### config.mk
export PLATFORM = sky130hd
export DESIGN_NAME = mux_arbiter
export DESIGN_NICKNAME = d
export VERILOG_FILES = /design/src/rtl/mux_arbiter.sv
export SDC_FILE = /design/constraint.sdc
export NUM_CORES = 1
export LEC_CHECK = 0
export CAP_MARGIN = 10
export CELL_PAD_IN_SITES_DETAIL_PLACEMENT = 0
export CELL_PAD_IN_SITES_GLOBAL_PLACEMENT = 2
export CORE_AREA = 2 2 65 67
export DETAILED_ROUTE_END_ITERATION = 7
export DIE_AREA = 0 0 67 69
export HOLD_SLACK_MARGIN = 0.12
export PLACE_DENSITY = 0.83
export SLEW_MARGIN = 40
export SYNTH_ARGS = -nofsm -noshare
export SYNTH_HDL_FRONTEND = slang
export SYNTH_SLANG_ARGS = --single-unit
### constraint.sdc
create_clock -name clk -period 2.6 [get_ports clk]
set_input_delay 0.39 -clock clk [delete_from_list [all_inputs] [get_ports clk]]
set_output_delay 0.39 -clock clk [all_outputs]
set_load 0.005 [all_outputs]
### src/rtl/mux_arbiter.sv
// Round-robin arbiter sharing one registered WIDTH-bit output channel between
// two valid/ready requesters, with bounded bursts per grant for fairness.
module mux_arbiter #(
    parameter int WIDTH     = 8,
    parameter int MAX_BURST = 4
) (
    input  logic             clk,
    input  logic             rst_n,
    input  logic             a_valid,
    input  logic [WIDTH-1:0] a_data,
    output logic             a_ready,
    input  logic             b_valid,
    input  logic [WIDTH-1:0] b_data,
    output logic             b_ready,
    output logic             out_valid,
    output logic [WIDTH-1:0] out_data,
    input  logic             out_ready,
    output logic             sel,
    output logic             busy
);

    localparam int CW = $clog2(MAX_BURST + 1);
    localparam logic [CW-1:0] LAST_BEAT = CW'(MAX_BURST - 1);

    typedef enum logic [1:0] {
        IDLE  = 2'd0,
        GNT_A = 2'd1,
        GNT_B = 2'd2
    } state_t;

    state_t           state_q, state_d;
    logic [CW-1:0]    beatCnt_q, beatCnt_d;
    logic             lastA_q, lastA_d;
    logic             outValid_q, outValid_d;
    logic [WIDTH-1:0] outData_q, outData_d;

    logic slotFree;
    logic grantA;
    logic grantValid;
    logic otherValid;
    logic accept;

    assign slotFree   = !outValid_q || out_ready;
    assign grantA     = (state_q == GNT_A);
    assign a_ready    = (state_q == GNT_A) && slotFree;
    assign b_ready    = (state_q == GNT_B) && slotFree;
    assign accept     = (a_valid && a_ready) || (b_valid && b_ready);
    assign grantValid = grantA ? a_valid : b_valid;
    assign otherValid = grantA ? b_valid : a_valid;

    assign sel       = grantA;
    assign busy      = (state_q != IDLE);
    assign out_valid = outValid_q;
    assign out_data  = outData_q;

    always_comb begin
        state_d    = state_q;
        beatCnt_d  = beatCnt_q;
        lastA_d    = lastA_q;
        outValid_d = outValid_q;
        outData_d  = outData_q;

        if (accept) begin
            outValid_d = 1'b1;
            outData_d  = grantA ? a_data : b_data;
        end else if (out_ready) begin
            outValid_d = 1'b0;
        end

        case (state_q)
            IDLE: begin
                // On a tie, the requester that was not served last wins.
                if (a_valid && (!b_valid || !lastA_q)) begin
                    state_d   = GNT_A;
                    beatCnt_d = '0;
                    lastA_d   = 1'b1;
                end else if (b_valid) begin
                    state_d   = GNT_B;
                    beatCnt_d = '0;
                    lastA_d   = 1'b0;
                end
            end
            GNT_A, GNT_B: begin
                // A stalled beat (valid but no free slot) leaves the budget untouched.
                if (!grantValid || (accept && beatCnt_q == LAST_BEAT)) begin
                    if (otherValid) begin
                        state_d   = grantA ? GNT_B : GNT_A;
                        beatCnt_d = '0;
                        lastA_d   = !grantA;
                    end else if (!grantValid) begin
                        state_d   = IDLE;
                    end else begin
                        beatCnt_d = '0;
                    end
                end else if (accept) begin
                    beatCnt_d = beatCnt_q + 1'b1;
                end
            end
            default: state_d = IDLE;
        endcase
    end

    always_ff @(posedge clk) begin
        if (!rst_n) begin
            state_q    <= IDLE;
            beatCnt_q  <= '0;
            lastA_q    <= 1'b0;
            outValid_q <= 1'b0;
            outData_q  <= '0;
        end else begin
            state_q    <= state_d;
            beatCnt_q  <= beatCnt_d;
            lastA_q    <= lastA_d;
            outValid_q <= outValid_d;
            outData_q  <= outData_d;
        end
    end

endmodule

==> results by group, run 1 <==
Floorplan
  – Starting Density: 23.9%
  – Placeable Area: 3910 sq um
  – Die Ht: 69 microns
  – Die width: about 67 microns
  – Row cnt: 23
  – Total Die Area: 4620 sq um
  – Top-Level Pins: 34

Setup path
  – Slowest-stage cell, CP: clkdlybuf4s50_1
  – Critical Path RT: 2780 ps
  – R2R Setup Slk: around 560 ps
  – Crit-path max FO: 10
  – Worst path buffer plus inverter count: 1
  – Worst path max stage delay: about 650 ps
  – Worst Path Arrival: around 2300 ps
  – Critical path type: in2reg
  – Endpoint class of the critical path: register
  – Startpoint types: input port
  – Delay-heaviest family, CP: compound AO/OA/AOI/OAI gates
  – Worst-path cell chain: clkdlybuf4s50_1, a22oi_1, o311a_1, or4_1, a21boi_1

Route
  – Vias: 849
  – Routed WL per cell: 12.3 microns
  – Via density: 4.64
  – Iteration-0 DRC Markers: 19
  – Final ANT Viol Nets: 0
  – Routed WL: approximately 2.3 mm
  – 1st-pass router iterations: 4
  – Drt drc: 0

Finish
  – Most frequent cells in the layout: clkdlybuf4s50_1, dfxtp_1, nand2_1
  – Fill cells: between 400 and 500
  – Layout area overhead: 44.8%
  – Most common cell after layout, fill and taps aside: clkdlybuf4s50_1
  – Post-route insts no fill: 183
  – Layout cell share with drive strength beyond 1: 9.77%
  – Ant diodes: 0
  – Final nets: approximately 160
  – Sequential cell area: 300 sq um
  – Multi-input gate area: 571 sq um

Synth
  – Largest family of logic cells by synthesized area: compound AO/OA/AOI/OAI gates
  – Syn Nets: ~130
  – Post-synthesis sequential area ratio: 32.1%
  – Post-synth top area share: 32.1%
  – Synth area leaders: dfxtp_1, mux2i_1, o211a_1
  – Synthesized area per cell: 9.36 sq um
  – #FFs+latches synth: 15
  – Post-synthesis cell type count: 37
  – EDFF count, synth: 0
  – Post-Syn Area: 936 sq um
  – Synth Area in Adders: under 10%
  – Dominant synthesized flop cell: dfxtp_1
  – Multiplexer share of the synthesized area: 15.2%
  – Ys Warns: 0
  – Synth Area in Compound Gates: 21.9%
  – Async SR Flop Fraction: 0%
  – Largest area contributor in the netlist: dfxtp_1
  – Post-Syn Instances: 100
  – Xor/xnor cell area share of the yosys netlist: 0%
  – Post-Synth Simple-Gate Area: 15.8%

STA
  – Setup TNS: 0 ps
  – Skew final: 2.70 ps
  – Peak Freq: 475 MHz
  – Final setup fails: 0
  – Min cycle time layout: approximately 2100 ps
  – Slew @ Worst Pin: ~570 ps
  – Hold Vio Cnt, Final: 0
  – Final period util: 80.9%
  – Min Hold Slack: 464 ps
  – Max_slew headroom: 61.3%
  – Setup repair after global routing missed its margin: no
  – Final Max Tran Viols: 0
  – Final worst slack: 496 ps

Global route
  – GRT Overall Usage: 10.7%
  – Vias in the first global route: 874
  – Initial antenna violation count: 0
  – Gr ovfl total: 0
  – First-pass GRT wire length: 3.89 mm
  – Pin count of the biggest net entering global routing: 17

Clock network
  – Clk pin slew, worst setup/hold paths: 60 ps
  – Post-CTS Setup Inserts: 0
  – Worst-case clock buffer depth: 2
  – Hold_buf cts: 0
  – Clock Root Buffer: clkbuf_8
  – Clk Latency, worst-skew pair: 240 ps
  – CTS tree: built
  – Sink Count: 15
  – Num CTS Buffers: 3
  – CTS resizes: 0
  – H-tree depth: 1

Power and ir drop
  – Sequential power share: 27.3%
  – Power Dens Cells: 999 nW/um^2
  – Leak: 0.000584 uW
  – Max VDD drop: 0.426 mV
  – Internal: 852 uW
  – Sw power: approximately 500 uW
  – Final Total Pwr: about 1400 uW
  – Gate power share: 58.8%
  – Clock share of power: around 14%
  – Switching Fraction: 37.0%

Min path
  – HP Class: reg2reg

Outcome
  – Status: complete, no violations

Placement
  – Port-buffer cells: 33
  – DP HPWL: around 1.7 mm
  – Placed Cells: 179
  – Worst slack, placed: about 260 ps
  – Final Wtd Congestion: ~0.75

Run
  – Max Cap Viol: 0
==> path summary, 6_finish.rpt <==
| check | startpoint | endpoint | cells after the start |
|---|---|---|---|
| setup / recovery | b_valid | state_q[1] | 5 |
| hold / removal | beatCnt_q[2] | beatCnt_q[2] | 2 |
| setup reg to reg | state_q[0] | state_q[1] | 6 |
| hold reg to reg | beatCnt_q[2] | beatCnt_q[2] | 2 |
==> cells in the mapped netlist (2+ instances only) <==
master    instances
dfxtp_1          15
nand2_1          14
mux2i_1          12
o211a_1           8
ha_1              6
inv_1             6
clkbuf_1          3
and2_1            2
buf_6             2
mux2_2            2
nand3b_1          2
nor2_1            2
o211ai_1          2
==> cell families after synthesis <==
| family | count (synthesis) |
|---|---|
| AO/OA/AOI/OAI | 24 |
| adder cells (fa/ha/maj) | 6 |
| buffers and inverters | 13 |
| flip-flops | 15 |
| multiplexers | 14 |
| AND/OR/NAND/NOR | 28 |
==> routing by layer <==
metal | share of wire, % | global-route usage, % | up-vias
li1 | - | - | 428
met3 | 8.0 | 4.24 | 2
met5 | 0 | 0 | -
met1 | 45 | 13.0 | 386
met2 | 46 | 17.5 | 33
met4 | 0.75 | 2.72 | 0
==> registers in the layout, summed over array words and instances (netlist names) <==
name / flops
state_q: 2
beatCnt_q: 3
lastA_q: 1
out_data: 8
out_valid: 1
==> power groups by stage <==
stage,Sequential (uW),Combinational [uW],Clock (uW)
floorplan,368,505,0
global placement,373,782,0
detailed placement,373,799,0
CTS,372,802,199
global route,382,878,212
finish,370,797,188
==> through the flow <==
| stage | cell area [sq um] | utilization [%] |
|---|---|---|
| 2_1_floorplan | 936 | - |
| 3_3_place_gp | 1310 | 33.4 |
| 3_5_place_dp | 1310 | 33.4 |
| 4_1_cts | 1360 | 34.6 |
| 5_1_grt | 1360 | 34.6 |
| 6_report | 1360 | 34.6 |
==> cell type report <==
| type | instances | share of cell area [%] |
|---|---|---|
| multi-input combinational | 72 | 42.1 |
| timing repair buffer | 36 | 26.0 |
| sequential | 15 | 22.2 |
| tap | 50 | 4.62 |
| clock buffer | 3 | 3.05 |
| inverter | 6 | 1.66 |
| clock inverter | 1 | 0.369 |
==> worst min-delay path: cells and delay by family (launching register included) <==
family           cells  cell delay (ps)
flip-flops           1              310
multiplexers         1               60
AND/OR/NAND/NOR      1               50
Note: power is estimated with default switching activity, not from simulation.
==> run 2, diff against run 1 <==
==> constraint.sdc (replaced) <==
create_clock -name clk -period 2.1 [get_ports clk]
set_input_delay 0.315 -clock clk [delete_from_list [all_inputs] [get_ports clk]]
set_output_delay 0.315 -clock clk [all_outputs]
set_load 0.005 [all_outputs]
==> run 2 against run 1 <==
  * Sequential cell count did not move
  * Hold slack got worse by 1.0 ps
  * Final cell count rose by 2.7%
  * Setup slack got worse by 340 ps
  * Critical path depth rose by 2
  * Die area did not move
  * Sequential share of layout area fell by 0.58 points
  * Non-clock buffer count rose by 5
  * Critical path type is now reg2reg
==> results by group, run 2 (synthesis results as in run 1) <==
Finish
  – Most frequent cells in the layout: clkdlybuf4s50_1, dfxtp_1, nand2_1
  – Cell area after layout: 1390 sq um (+2.7%)
  – Max FFs per register: 8 (unchanged)
  – Layout area overhead: 48.7%
  – Fill cells: 423 (-2.5%)
  – Most common cell after layout, fill and taps aside: clkdlybuf4s50_1
  – Layout cell share with drive strength beyond 1: 12.3% (+2.5 points)
  – Final Util: 35.5% (+0.93 points)
  – Final nets: 166 (+3.1%)
  – Ant diodes: 0 (unchanged)

Floorplan
  – Die width: 67 microns (unchanged)
  – Top-Level Pins: 34 (unchanged)
  – Row cnt: 23 (unchanged)
  – Starting Density: 23.9% (unchanged)
  – Placeable Area: 3910 sq um (unchanged)
  – Total Die Area: 4620 sq um (unchanged)
  – Die Ht: 69 microns (unchanged)

Clock network
  – Num CTS Buffers: 3 (unchanged)
  – Clk pin slew, worst setup/hold paths: 60 ps (about the same)
  – Worst-case clock buffer depth: 2 (unchanged)
  – CTS resizes: 0 (unchanged)
  – Clock Root Buffer: clkbuf_8
  – Hold_buf cts: 0 (unchanged)
  – H-tree depth: 1 (unchanged)
  – CTS tree: built
  – Clk Latency, worst-skew pair: 240 ps (about the same)
  – Post-CTS Setup Inserts: 0 (unchanged)
  – Sink Count: 15 (unchanged)

Route
  – Via density: 4.62 (-0.37%)
  – Drt drc: 0 (unchanged)
  – Routed WL per cell: 12.1 microns (-1.7%)
  – Iteration-0 DRC Markers: 44 (+25)
  – Final ANT Viol Nets: 0 (unchanged)
  – Routed WL: 2.28 mm (+1.0%)
  – 1st-pass router iterations: 3 (-1)
  – Vias: 869 (+2.4%)

STA
  – Setup repair after global routing missed its margin: no
  – Max_slew headroom: 68.7% (+7.4 points)
  – Final setup fails: 0 (unchanged)
  – Setup TNS: 0 ps (unchanged)
  – Hold Vio Cnt, Final: 0 (unchanged)
  – Skew final: 1.96 ps (-0.744 ps)
  – Peak Freq: 515 MHz
  – Final worst slack: 157 ps (-339 ps)
  – Final Max Tran Viols: 0 (unchanged)
  – Min Hold Slack: 463 ps (-1.04 ps)
  – Min cycle time layout: 1940 ps
  – Slew @ Worst Pin: 468 ps (-103 ps)
  – Final period util: 92.5%

Global route
  – Vias in the first global route: 922 (+5.5%)
  – First-pass GRT wire length: 4.08 mm (+4.8%)
  – GRT Overall Usage: 11.1% (+0.38 points)
  – Initial antenna violation count: 0 (unchanged)
  – Gr ovfl total: 0 (unchanged)
  – Pin count of the biggest net entering global routing: 17 (unchanged)

Power and ir drop
  – Max VDD drop: 0.657 mV (+54%)
  – Power Dens Cells: 1230 nW/um^2 (+23%)
  – Leak: 0.000605 uW (+3.6%)

Placement
  – Worst slack, placed: 105 ps (-154 ps)
  – Dpl cell area: 1350 sq um (+2.9%)
  – Port-buffer cells: 33 (unchanged)
  – DP HPWL: 1.78 mm (+4.7%)
  – Final Wtd Congestion: 0.810 (+8.3%)

Min path
  – HP Class: reg2reg

Setup path
  – Delay-heaviest family, CP: simple AND/OR/NAND/NOR gates
  – Slowest-stage cell, CP: or4_1
  – Critical Path RT: 2280 ps (-500 ps)
  – Crit-path max FO: 14 (+4)
  – Worst path max stage delay: 490 ps (-160 ps)
  – Critical path type: reg2reg
  – Endpoint class of the critical path: register
  – Worst-path cell chain: inv_1, ha_1, buf_4, nand4bb_1, o311ai_0, or4_1, a21boi_1
  – Worst path buffer plus inverter count: 2 (+1)
  – Worst Path Arrival: 2120 ps (-170 ps)
  – Startpoint types: register

Run
  – Max Cap Viol: 0 (unchanged)

Outcome
  – Status: complete, no violations
==> run 2: power by group <==
group	switching [uW]	internal [uW]
Sequential	66.5	389
Clock	98.7	134
Combinational	456	572
==> run 2: tightest hold or removal path, cell delays in order (launching register included) <==
cell     delay [ps]
dfxtp_1         310
nand2_1          50
mux2i_1          60
==> run 2: final cells by class <==
cell class	count	area [sq um]	area share, %
clock buffers	4	45.0	3.24
flip-flops and latches	15	300	21.6
inverters	6	22.5	1.62
well taps	50	62.6	4.50
multi-input cells	72	571	41.0
repair buffers	41	390	28.1
==> run 2: final timing paths <==
| path | cells past startpoint | startpoint | to | slack [ps] |
|---|---|---|---|---|
| worst max-delay path | 7 | state_q[1] | state_q[1] | 160 |
| worst min register to register | 2 | beatCnt_q[2] | beatCnt_q[2] | 460 |
| worst min-delay path | 2 | beatCnt_q[2] | beatCnt_q[2] | 460 |
| worst max register to register | 7 | state_q[1] | state_q[1] | 160 |
==> run 2: routing by layer <==
metal	routed length, microns	global-route usage [%]	vias up
met5	0	0	-
met4	0	1.36	0
met3	174	4.57	0
met2	1090	19.3	31
met1	1020	13.0	401
li1	-	-	437
==> run 2: stage by stage <==
step / cells / total power [uW]
after floorplan: 100 / 1080
after global placement: 184 / 1480
after detailed placement: 184 / 1500
after CTS: 188 / 1750
after global routing: 188 / 1890
final: 188 / 1720
